### src/rtl/ad995x_update_sequencer_if.sv
// Control-side bundle between the frequency/amplitude logic and the DDS update sequencer.
// Latency: none; plain wires.
// Backpressure: update_req is ignored while busy is high; requests are not queued.
//
// Signals:
//   ftw/asf          per-channel tuning word / amplitude scale, channel n in slice n
//   vco_gain         FR1 VCO gain bit
//   clock_multiplier FR1 PLL multiplier
//   update_req       one-cycle request to start a sweep
//   force_all        sampled with update_req, rewrites every channel
//   busy/init_done   sequencer status
interface ad995x_update_sequencer_if #(
    parameter int NUM_CH = 4
);
    logic [NUM_CH*32-1:0] ftw;
    logic [NUM_CH*10-1:0] asf;
    logic                 vco_gain;
    logic [4:0]           clock_multiplier;
    logic                 update_req;
    logic                 force_all;
    logic                 busy;
    logic                 init_done;

    modport master (
        output ftw, asf, vco_gain, clock_multiplier, update_req, force_all,
        input  busy, init_done
    );

    modport slave (
        input  ftw, asf, vco_gain, clock_multiplier, update_req, force_all,
        output busy, init_done
    );
endinterface

### src/rtl/ad995x_update_sequencer.sv
// AD9958/AD9959 update sequencer: reset/init of the DDS, then writes only changed channels over SPI.
// Latency: one idle cycle to scan, then three SPI frames per dirty channel, then an io_update pulse.
// Backpressure: busy is high during init and sweeps; update_req seen while busy is dropped.
//
// Ports:
//   clock_i, reset_i  system clock, asynchronous active-high reset
//   ctl               control bundle (slave side)
//   cs_o, sclk_o      SPI chip select (active low) and clock
//   sdio_o            SPI data; sdio_o[3] carries the most significant bit of each nibble in 4-lane mode
//   master_reset_o    DDS master reset
//   io_update_o       DDS register transfer strobe
module ad995x_update_sequencer #(
    parameter int NUM_CH    = 4,
    parameter int LANES     = 4,
    parameter int SCLK_HALF = 2,
    parameter int RST_CYC   = 16,
    parameter int IOU_CYC   = 4
) (
    input  logic                        clock_i,
    input  logic                        reset_i,
    ad995x_update_sequencer_if.slave    ctl,
    output logic                        cs_o,
    output logic                        sclk_o,
    output logic [3:0]                  sdio_o,
    output logic                        master_reset_o,
    output logic                        io_update_o
);
    localparam int         CH_W      = (NUM_CH > 1) ? $clog2(NUM_CH) : 1;
    localparam logic       WIDE      = (LANES == 4);
    localparam logic [1:0] MODE      = WIDE ? 2'b11 : 2'b00;
    localparam logic [3:0] ALL_EN    = 4'((1 << NUM_CH) - 1);
    localparam logic [5:0] NCLK_CSR  = WIDE ? 6'd4  : 6'd16;
    localparam logic [5:0] NCLK_24   = WIDE ? 6'd8  : 6'd32;
    localparam logic [5:0] NCLK_FTW  = WIDE ? 6'd10 : 6'd40;
    localparam logic [15:0] RST_LAST  = 16'(RST_CYC - 1);
    localparam logic [15:0] IOU_LAST  = 16'(IOU_CYC - 1);
    localparam logic [15:0] HALF_LAST = 16'(SCLK_HALF - 1);
    localparam logic [15:0] GAP_LAST  = 16'(2 * SCLK_HALF - 1);

    typedef enum logic [3:0] {
        S_RST_HOLD, S_INIT_CSR, S_INIT_FR1, S_IDLE, S_SCAN,
        S_CSR, S_FTW, S_ACR, S_IOU_WAIT, S_IOU_PULSE
    } state_t;

    typedef enum logic [2:0] {F_IDLE, F_LOW, F_HIGH, F_TAIL, F_GAP} fph_t;

    state_t state_q, state_d, frm_nxt;
    fph_t   fph_q, fph_d;

    logic [15:0] cnt_q, cnt_d, hc_q, hc_d;
    logic        sent_q, sent_d, init_done_q, init_done_d;
    logic        mrst_q, mrst_d, iou_q, iou_d;
    logic        cs_q, cs_d, sclk_q, sclk_d, wide_q, wide_d;
    logic [3:0]  sdio_q, sdio_d;
    logic [39:0] sr_q, sr_d;
    logic [5:0]  bc_q, bc_d;

    logic [31:0] snap_ftw_q [NUM_CH];
    logic [9:0]  snap_asf_q [NUM_CH];
    logic [31:0] shad_ftw_q [NUM_CH];
    logic [9:0]  shad_asf_q [NUM_CH];
    logic [NUM_CH-1:0] dirty_q, dirty_d, dirty_new, cur_oh;
    logic [CH_W-1:0]   cur_ch;
    logic [3:0]        en4;
    logic              snap_en, shad_en, f_start, is_frm, frm_done, frm_wide;
    logic [39:0]       frm_dat;
    logic [5:0]        frm_nclk;

    // Frames are left-aligned in a 40-bit word; the top bits go out first.
    function automatic logic [3:0] lead(input logic [39:0] x, input logic w);
        return w ? x[39:36] : {3'b000, x[39]};
    endfunction

    function automatic logic [39:0] shl(input logic [39:0] x, input logic w);
        return w ? {x[35:0], 4'h0} : {x[38:0], 1'b0};
    endfunction

    // Sweep order is ascending: the lowest dirty channel is always the current one,
    // and its dirty bit clears once its ACR frame is out.
    always_comb begin
        cur_ch = '0;
        cur_oh = '0;
        for (int n = NUM_CH - 1; n >= 0; n--) begin
            if (dirty_q[n]) begin
                cur_ch    = CH_W'(n);
                cur_oh    = '0;
                cur_oh[n] = 1'b1;
            end
        end
        en4 = 4'(cur_oh);
    end

    always_comb begin
        dirty_new = '0;
        for (int n = 0; n < NUM_CH; n++) begin
            dirty_new[n] = ctl.force_all
                        || (ctl.ftw[n*32 +: 32] != shad_ftw_q[n])
                        || (ctl.asf[n*10 +: 10] != shad_asf_q[n]);
        end
    end

    assign frm_done = (fph_q == F_TAIL) && (hc_q == HALF_LAST);

    // Main sequencer.
    always_comb begin
        state_d     = state_q;
        cnt_d       = cnt_q;
        sent_d      = sent_q;
        dirty_d     = dirty_q;
        init_done_d = init_done_q;
        snap_en     = 1'b0;
        shad_en     = 1'b0;
        f_start     = 1'b0;
        is_frm      = 1'b0;
        frm_nxt     = state_q;
        frm_dat     = '0;
        frm_nclk    = NCLK_CSR;
        frm_wide    = WIDE;
        case (state_q)
            S_RST_HOLD: begin
                if (cnt_q == RST_LAST) begin
                    cnt_d   = '0;
                    state_d = S_INIT_CSR;
                end else begin
                    cnt_d = cnt_q + 16'd1;
                end
            end
            // The part powers up in 1-bit mode, so the mode switch itself goes out serially.
            S_INIT_CSR: begin
                is_frm   = 1'b1;
                frm_dat  = {8'h00, ALL_EN, 1'b0, MODE, 1'b0, 24'h0};
                frm_nclk = 6'd16;
                frm_wide = 1'b0;
                frm_nxt  = S_INIT_FR1;
            end
            S_INIT_FR1: begin
                is_frm   = 1'b1;
                frm_dat  = {8'h01, ctl.vco_gain, ctl.clock_multiplier, 18'h0, 8'h0};
                frm_nclk = NCLK_24;
                frm_nxt  = S_IOU_WAIT;
            end
            S_IDLE: begin
                if (ctl.update_req) begin
                    snap_en = 1'b1;
                    dirty_d = dirty_new;
                    state_d = S_SCAN;
                end
            end
            S_SCAN: state_d = (dirty_q != '0) ? S_CSR : S_IDLE;
            S_CSR: begin
                is_frm   = 1'b1;
                frm_dat  = {8'h00, en4, 1'b0, MODE, 1'b0, 24'h0};
                frm_nclk = NCLK_CSR;
                frm_nxt  = S_FTW;
            end
            S_FTW: begin
                is_frm   = 1'b1;
                frm_dat  = {8'h04, snap_ftw_q[cur_ch]};
                frm_nclk = NCLK_FTW;
                frm_nxt  = S_ACR;
            end
            S_ACR: begin
                is_frm   = 1'b1;
                frm_dat  = {8'h06, 11'h0, 1'b1, 2'b00, snap_asf_q[cur_ch], 8'h0};
                frm_nclk = NCLK_24;
                frm_nxt  = ((dirty_q & ~cur_oh) != '0) ? S_CSR : S_IOU_WAIT;
            end
            S_IOU_WAIT: begin
                if (cnt_q == IOU_LAST) begin
                    cnt_d   = '0;
                    state_d = S_IOU_PULSE;
                end else begin
                    cnt_d = cnt_q + 16'd1;
                end
            end
            S_IOU_PULSE: begin
                if (cnt_q == IOU_LAST) begin
                    cnt_d       = '0;
                    init_done_d = 1'b1;
                    state_d     = S_IDLE;
                end else begin
                    cnt_d = cnt_q + 16'd1;
                end
            end
            default: state_d = S_RST_HOLD;
        endcase
        // Frame states launch one frame once the shifter is idle (inter-frame gap
        // included) and advance on its cs rise, which also starts the io_update wait.
        if (is_frm) begin
            if (!sent_q) begin
                if (fph_q == F_IDLE) begin
                    f_start = 1'b1;
                    sent_d  = 1'b1;
                end
            end else if (frm_done) begin
                sent_d  = 1'b0;
                cnt_d   = '0;
                state_d = frm_nxt;
                if (state_q == S_ACR) begin
                    shad_en = 1'b1;
                    dirty_d = dirty_q & ~cur_oh;
                end
            end
        end
        mrst_d = (state_d == S_RST_HOLD);
        iou_d  = (state_d == S_IOU_PULSE);
    end

    // SPI shifter: each phase lasts SCLK_HALF cycles; data moves on the sclk fall.
    always_comb begin
        fph_d  = fph_q;
        hc_d   = hc_q;
        sr_d   = sr_q;
        bc_d   = bc_q;
        cs_d   = cs_q;
        sclk_d = sclk_q;
        sdio_d = sdio_q;
        wide_d = wide_q;
        case (fph_q)
            F_IDLE: begin
                if (f_start) begin
                    cs_d   = 1'b0;
                    sdio_d = lead(frm_dat, frm_wide);
                    sr_d   = shl(frm_dat, frm_wide);
                    bc_d   = frm_nclk;
                    wide_d = frm_wide;
                    hc_d   = '0;
                    fph_d  = F_LOW;
                end
            end
            F_LOW: begin
                if (hc_q == HALF_LAST) begin
                    sclk_d = 1'b1;
                    hc_d   = '0;
                    fph_d  = F_HIGH;
                end else begin
                    hc_d = hc_q + 16'd1;
                end
            end
            F_HIGH: begin
                if (hc_q == HALF_LAST) begin
                    sclk_d = 1'b0;
                    hc_d   = '0;
                    bc_d   = bc_q - 6'd1;
                    if (bc_q == 6'd1) begin
                        sdio_d = '0;
                        fph_d  = F_TAIL;
                    end else begin
                        sdio_d = lead(sr_q, wide_q);
                        sr_d   = shl(sr_q, wide_q);
                        fph_d  = F_LOW;
                    end
                end else begin
                    hc_d = hc_q + 16'd1;
                end
            end
            F_TAIL: begin
                if (hc_q == HALF_LAST) begin
                    cs_d  = 1'b1;
                    hc_d  = '0;
                    fph_d = F_GAP;
                end else begin
                    hc_d = hc_q + 16'd1;
                end
            end
            F_GAP: begin
                if (hc_q == GAP_LAST) begin
                    hc_d  = '0;
                    fph_d = F_IDLE;
                end else begin
                    hc_d = hc_q + 16'd1;
                end
            end
            default: fph_d = F_IDLE;
        endcase
    end

    always_ff @(posedge clock_i or posedge reset_i) begin
        if (reset_i) begin
            state_q     <= S_RST_HOLD;
            cnt_q       <= '0;
            sent_q      <= 1'b0;
            init_done_q <= 1'b0;
            mrst_q      <= 1'b1;
            iou_q       <= 1'b0;
            fph_q       <= F_IDLE;
            hc_q        <= '0;
            sr_q        <= '0;
            bc_q        <= '0;
            cs_q        <= 1'b1;
            sclk_q      <= 1'b0;
            sdio_q      <= '0;
            wide_q      <= 1'b0;
            dirty_q     <= '0;
            for (int n = 0; n < NUM_CH; n++) begin
                snap_ftw_q[n] <= '0;
                snap_asf_q[n] <= '0;
                shad_ftw_q[n] <= '0;
                shad_asf_q[n] <= '0;
            end
        end else begin
            state_q     <= state_d;
            cnt_q       <= cnt_d;
            sent_q      <= sent_d;
            init_done_q <= init_done_d;
            mrst_q      <= mrst_d;
            iou_q       <= iou_d;
            fph_q       <= fph_d;
            hc_q        <= hc_d;
            sr_q        <= sr_d;
            bc_q        <= bc_d;
            cs_q        <= cs_d;
            sclk_q      <= sclk_d;
            sdio_q      <= sdio_d;
            wide_q      <= wide_d;
            dirty_q     <= dirty_d;
            for (int n = 0; n < NUM_CH; n++) begin
                if (snap_en) begin
                    snap_ftw_q[n] <= ctl.ftw[n*32 +: 32];
                    snap_asf_q[n] <= ctl.asf[n*10 +: 10];
                end
            end
            if (shad_en) begin
                shad_ftw_q[cur_ch] <= snap_ftw_q[cur_ch];
                shad_asf_q[cur_ch] <= snap_asf_q[cur_ch];
            end
        end
    end

    assign cs_o           = cs_q;
    assign sclk_o         = sclk_q;
    assign sdio_o         = sdio_q;
    assign master_reset_o = mrst_q;
    assign io_update_o    = iou_q;
    assign ctl.busy       = (state_q != S_IDLE);
    assign ctl.init_done  = init_done_q;
endmodule

### src/flat_wrapper.sv
// flat-port wrapper written by rule: the top's interface ports become plain ports
module ad995x_update_sequencer_flat 
#(
    parameter int NUM_CH    = 4,
    parameter int LANES     = 4,
    parameter int SCLK_HALF = 2,
    parameter int RST_CYC   = 16,
    parameter int IOU_CYC   = 4
)
  (clock_i, reset_i, cs_o, sclk_o, sdio_o, master_reset_o, io_update_o, ctl_ftw, ctl_asf, ctl_vco_gain, ctl_clock_multiplier, ctl_update_req, ctl_force_all, ctl_busy, ctl_init_done);
  ad995x_update_sequencer_if #(.NUM_CH(NUM_CH)) ctl_i ();
  input  logic clock_i;
  input  logic reset_i;
  output logic cs_o;
  output logic sclk_o;
  output logic [3:0] sdio_o;
  output logic master_reset_o;
  output logic io_update_o;
  input wire logic [$bits(ctl_i.ftw)-1:0] ctl_ftw;
  input wire logic [$bits(ctl_i.asf)-1:0] ctl_asf;
  input wire logic [$bits(ctl_i.vco_gain)-1:0] ctl_vco_gain;
  input wire logic [$bits(ctl_i.clock_multiplier)-1:0] ctl_clock_multiplier;
  input wire logic [$bits(ctl_i.update_req)-1:0] ctl_update_req;
  input wire logic [$bits(ctl_i.force_all)-1:0] ctl_force_all;
  output wire logic [$bits(ctl_i.busy)-1:0] ctl_busy;
  output wire logic [$bits(ctl_i.init_done)-1:0] ctl_init_done;
  assign ctl_i.ftw = ctl_ftw;
  assign ctl_i.asf = ctl_asf;
  assign ctl_i.vco_gain = ctl_vco_gain;
  assign ctl_i.clock_multiplier = ctl_clock_multiplier;
  assign ctl_i.update_req = ctl_update_req;
  assign ctl_i.force_all = ctl_force_all;
  assign ctl_busy = ctl_i.busy;
  assign ctl_init_done = ctl_i.init_done;
  ad995x_update_sequencer #(.NUM_CH(NUM_CH), .LANES(LANES), .SCLK_HALF(SCLK_HALF), .RST_CYC(RST_CYC), .IOU_CYC(IOU_CYC)) u_core (.clock_i(clock_i), .reset_i(reset_i), .ctl(ctl_i), .cs_o(cs_o), .sclk_o(sclk_o), .sdio_o(sdio_o), .master_reset_o(master_reset_o), .io_update_o(io_update_o));
endmodule
### config.mk
export PLATFORM = sky130hd
export DESIGN_NAME = ad995x_update_sequencer_flat
export DESIGN_NICKNAME = d
export VERILOG_FILES = /design/src/rtl/ad995x_update_sequencer_if.sv /design/src/rtl/ad995x_update_sequencer.sv /design/src/flat_wrapper.sv
export SDC_FILE = /design/constraint.sdc
export NUM_CORES = 1
export LEC_CHECK = 0
export ABC_AREA = 1
export BUFFER_PORTS_ARGS = -buffer_cell sky130_fd_sc_hd__buf_2
export CAP_MARGIN = 20
export CORE_ASPECT_RATIO = 1.25
export CORE_MARGIN = 5
export CORE_UTILIZATION = 55
export CTS_CLUSTER_DIAMETER = 30
export DETAILED_ROUTE_END_ITERATION = 10
export PLACE_DENSITY = 0.81
export SYNTH_ARGS = -nofsm -noshare
export SYNTH_HDL_FRONTEND = slang
export SYNTH_SLANG_ARGS = --single-unit
### constraint.sdc
create_clock -name clock_i -period 13.65 [get_ports clock_i]
set_input_delay 2.0475 -clock clock_i [delete_from_list [all_inputs] [get_ports clock_i]]
set_output_delay 2.0475 -clock clock_i [all_outputs]
set_load 0.05 [all_outputs]
==> impl_metrics.toml <==
[timing]
hold_viol_final = 0
fin_skew_ps = 34.7
period_share_pct = 29.5
fin_crit_ps = 4030
worstMarginPinSlew_ps = 1090
worst_slew_margin_rel_pct = 27.1
rsz0062_at_grt = "no"
max_freq_mhz = 248
finalMaxSlewViolations = 0
tns_ps = 0
setup_viol = 0

[global_routing]
grt_antenna_before_repair = 1
grt_max_degree = 190
grt-ovfl-total = 0
grt_pass1_wl_um = 119000
grt_pass1_vias = 21700
grt_util_all_layers_pct = 34.1

[setup_path]
worstPathArrival_ps = 4580
crit_end = "u_core.master_reset_o"
crit_required_ps = 14200
r2r_start = "u_core.dirty_q[0]"
critPathKind = "in2reg"
critPathMaxFanout = 135
r2r_end = "u_core.sr_q[10]"
r2r_setup_slack_ps = 10190
endpoint_kind = "register"
startpoint_type = "input port"
worst_setup_path_startpoint = "ctl_update_req"
r2r_cells = 11

[cts]
tritoncts = "done"
root_buffer = "clkbuf_16"
cts_buffers = 91
clkSlewWorstSetupHoldPaths_ps = 40
cts_setup_buffers = 0
htree_num_levels = 3
clock_sinks = 435
cts_hold_buffers = 0
cts_buffer_depth = 3
clkLatencyLatePin_ps = 630
cts_resized = 0

[floorplan]
die_y_um = 236
core_area_um2 = 40200
start_util_pct = 55.8
row_count = 82
die_area_um2 = 44900
die_w_um = 191
io_pins = 188

[layout]
area_growth_pct = 19.4
stdcell_count = 3886
stdcell_area_um2 = 26800
drive_gt1_share_pct = 12.0
fin_util_pct = 66.6
num-nets-final = 3447

[place]
dpl-instance-area_um2 = 23600
port_buffers = 187
hpwlAfterDp_um = 53900
place_inst = 3716
gp_congestion = 0.996

[hold_path]
hold_class = "reg2reg"
hold_path_depth = 1

[logic_synthesis]
synthArstFlopShare_pct = 100
seq_area_frac_synth_pct = 48.6
yosys_warnings = 0
synth_fp_nets = 3264
ys_types = 44
syn_area_um2 = 22400
synth-main-ff-cell = "dfrtp_1"
synth_area_per_cell_um2 = 7.28
postSynthCellCount = 3081
ys_seq_elements = 435
synth-edff-count = 0

[route]
dr.pass1.iters = 8
vias = 21900
drt.antenna.violating_nets = 0
drt_drc_violations_left = 0
vias_per_cell = 5.63
drtIter0Drc = 2436
wl_per_cell_um = 20.0
wl_um = 77600

[power]
power_density_nw_per_um2 = 143
leakagePower_nw = 13.7
vdd_ir_drop_max_uv = 105

[outcome]
status = "completed"

[run]
maxCapViolations = 0
per-stage QoR:
step | total power [mW] | worst slack, ps | hold slack [ps]
floorplan | 1.46 | 5730 | 437
global placement | 1.55 | 9100 | 454
detailed placement | 1.56 | 9090 | 459
CTS | 3.84 | 9710 | 468
global route | 3.94 | 9450 | 494
finish | 3.84 | 9620 | 465
power by group:
group	switching, mW	internal (mW)	leakage (nW)
clock network	0.772	1.52	1.51
registers	0.0210	1.33	5.68
logic	0.142	0.0575	6.56
worst min-delay path by stage:
stage | startpoint | end | slack, ps
floorplan | u_core.snap_ftw_q[29] | u_core.snap_ftw_q[29] | 440
global placement | u_core.ctl.init_done | u_core.ctl.init_done | 450
detailed placement | u_core.ctl.init_done | u_core.ctl.init_done | 460
CTS | u_core.ctl.init_done | u_core.ctl.init_done | 470
global route | u_core.snap_asf_q[30] | u_core.snap_asf_q[30] | 490
finish | u_core.ctl.init_done | u_core.ctl.init_done | 470
placed cells by master (no fill, tap or decap), types with 5 or more instances in the layout:
cell type	netlist	layout
xnor2_1	30	30
inv_1	371	369
buf_4	9	14
a21oi_1	40	40
clkbuf_8	0	5
buf_2	50	187
nor2_4	9	10
or2_2	6	6
clkbuf_16	0	92
dfrtp_1	433	433
nor3_1	22	22
clkinv_4	0	8
nand4_1	33	33
nand3_1	103	103
o21ai_0	283	283
inv_6	0	9
clkinvlp_4	0	15
o21ai_1	59	59
bufinv_16	0	13
clkinv_2	0	7
clkbuf_1	36	15
nor2_1	197	197
xor2_1	19	19
a22oi_1	14	14
nand2_1	1250	1250
o22ai_1	25	25
ha_1	5	5
inv_2	9	9
o211ai_1	12	12
nand2_2	7	7
routing by layer:
| metal | wire length [um] | global-route usage, % |
|---|---|---|
| met1 | 28100 | 41.8 |
| met2 | 35200 | 53.1 |
| met3 | 7010 | 6.57 |
| met4 | 7290 | 26.0 |
| met5 | 0 | 0 |
worst max-delay path, stage by stage:
cell	delay, ps
buf_2	100
inv_1	80
nor2_4	40
buf_4	300
inv_6	650
buf_4	720
nand2_1	120
nand3_1	120
nand2_1	80
inv_1	60
nand2_1	50
nor2_1	90
state kept, by name (all words and copies together), names as in the netlist, 3 cells and up:
signal             cells
u_core.snap_ftw_q    128
u_core.hc_q           16
u_core.snap_asf_q     40
u_core.bc_q            6
u_core.dirty_q         4
u_core.fph_q           3
u_core.sr_q           39
u_core.shad_asf_q     40
u_core.cnt_q          16
u_core.state_q         4
u_core.shad_ftw_q    128
u_core.sdio_o          4
synth_stat cells, types with 2 or more instances:
cell type | instances | share of area [%]
buf_1 | 7 | 0.12
nor2_4 | 9 | 0.45
o21bai_1 | 2 | 0.067
clkbuf_1 | 36 | 0.60
a22oi_1 | 14 | 0.47
o22ai_1 | 25 | 0.70
o221ai_1 | 4 | 0.16
nand3b_1 | 4 | 0.13
buf_4 | 9 | 0.30
inv_2 | 9 | 0.15
nand3_1 | 103 | 2.3
dfrtp_1 | 433 | 48
a21oi_1 | 40 | 0.89
nor2_2 | 5 | 0.14
or2_2 | 6 | 0.17
xor2_1 | 19 | 0.74
o211ai_1 | 12 | 0.40
o21ai_1 | 59 | 1.3
nand4_1 | 33 | 0.92
nor2_1 | 197 | 3.3
a31oi_1 | 4 | 0.11
nor3_1 | 22 | 0.49
buf_2 | 50 | 1.1
nand2_1 | 1250 | 21
ha_1 | 5 | 0.28
o21a_1 | 4 | 0.13
o21ai_0 | 283 | 6.3
a21boi_1 | 2 | 0.067
inv_1 | 371 | 6.2
o31ai_1 | 4 | 0.13
nand2_2 | 7 | 0.20
xnor2_1 | 30 | 1.2
dfstp_2 | 2 | 0.23
buf_6 | 11 | 0.55
area by class of cell:
cell class | instances | area [um^2]
clock inverters | 56 | 752
fillers | 3336 | 13400
inverters | 381 | 1440
flip-flops and latches | 435 | 10900
multi-input cells | 2152 | 9510
diodes | 1 | 2.50
clock buffers | 112 | 2430
well taps | 546 | 683
repair buffers | 203 | 1080
kinds of logic after synthesis:
kind of cell | share of synthesized area, %
buf+inv | 9.07
xor+xnor | 1.91
flops | 48.6
fa+ha+maj | 0.279
compound gates | 10.9
simple gates | 29.3
No activity file was read; power rests on OpenSTA's default activity.
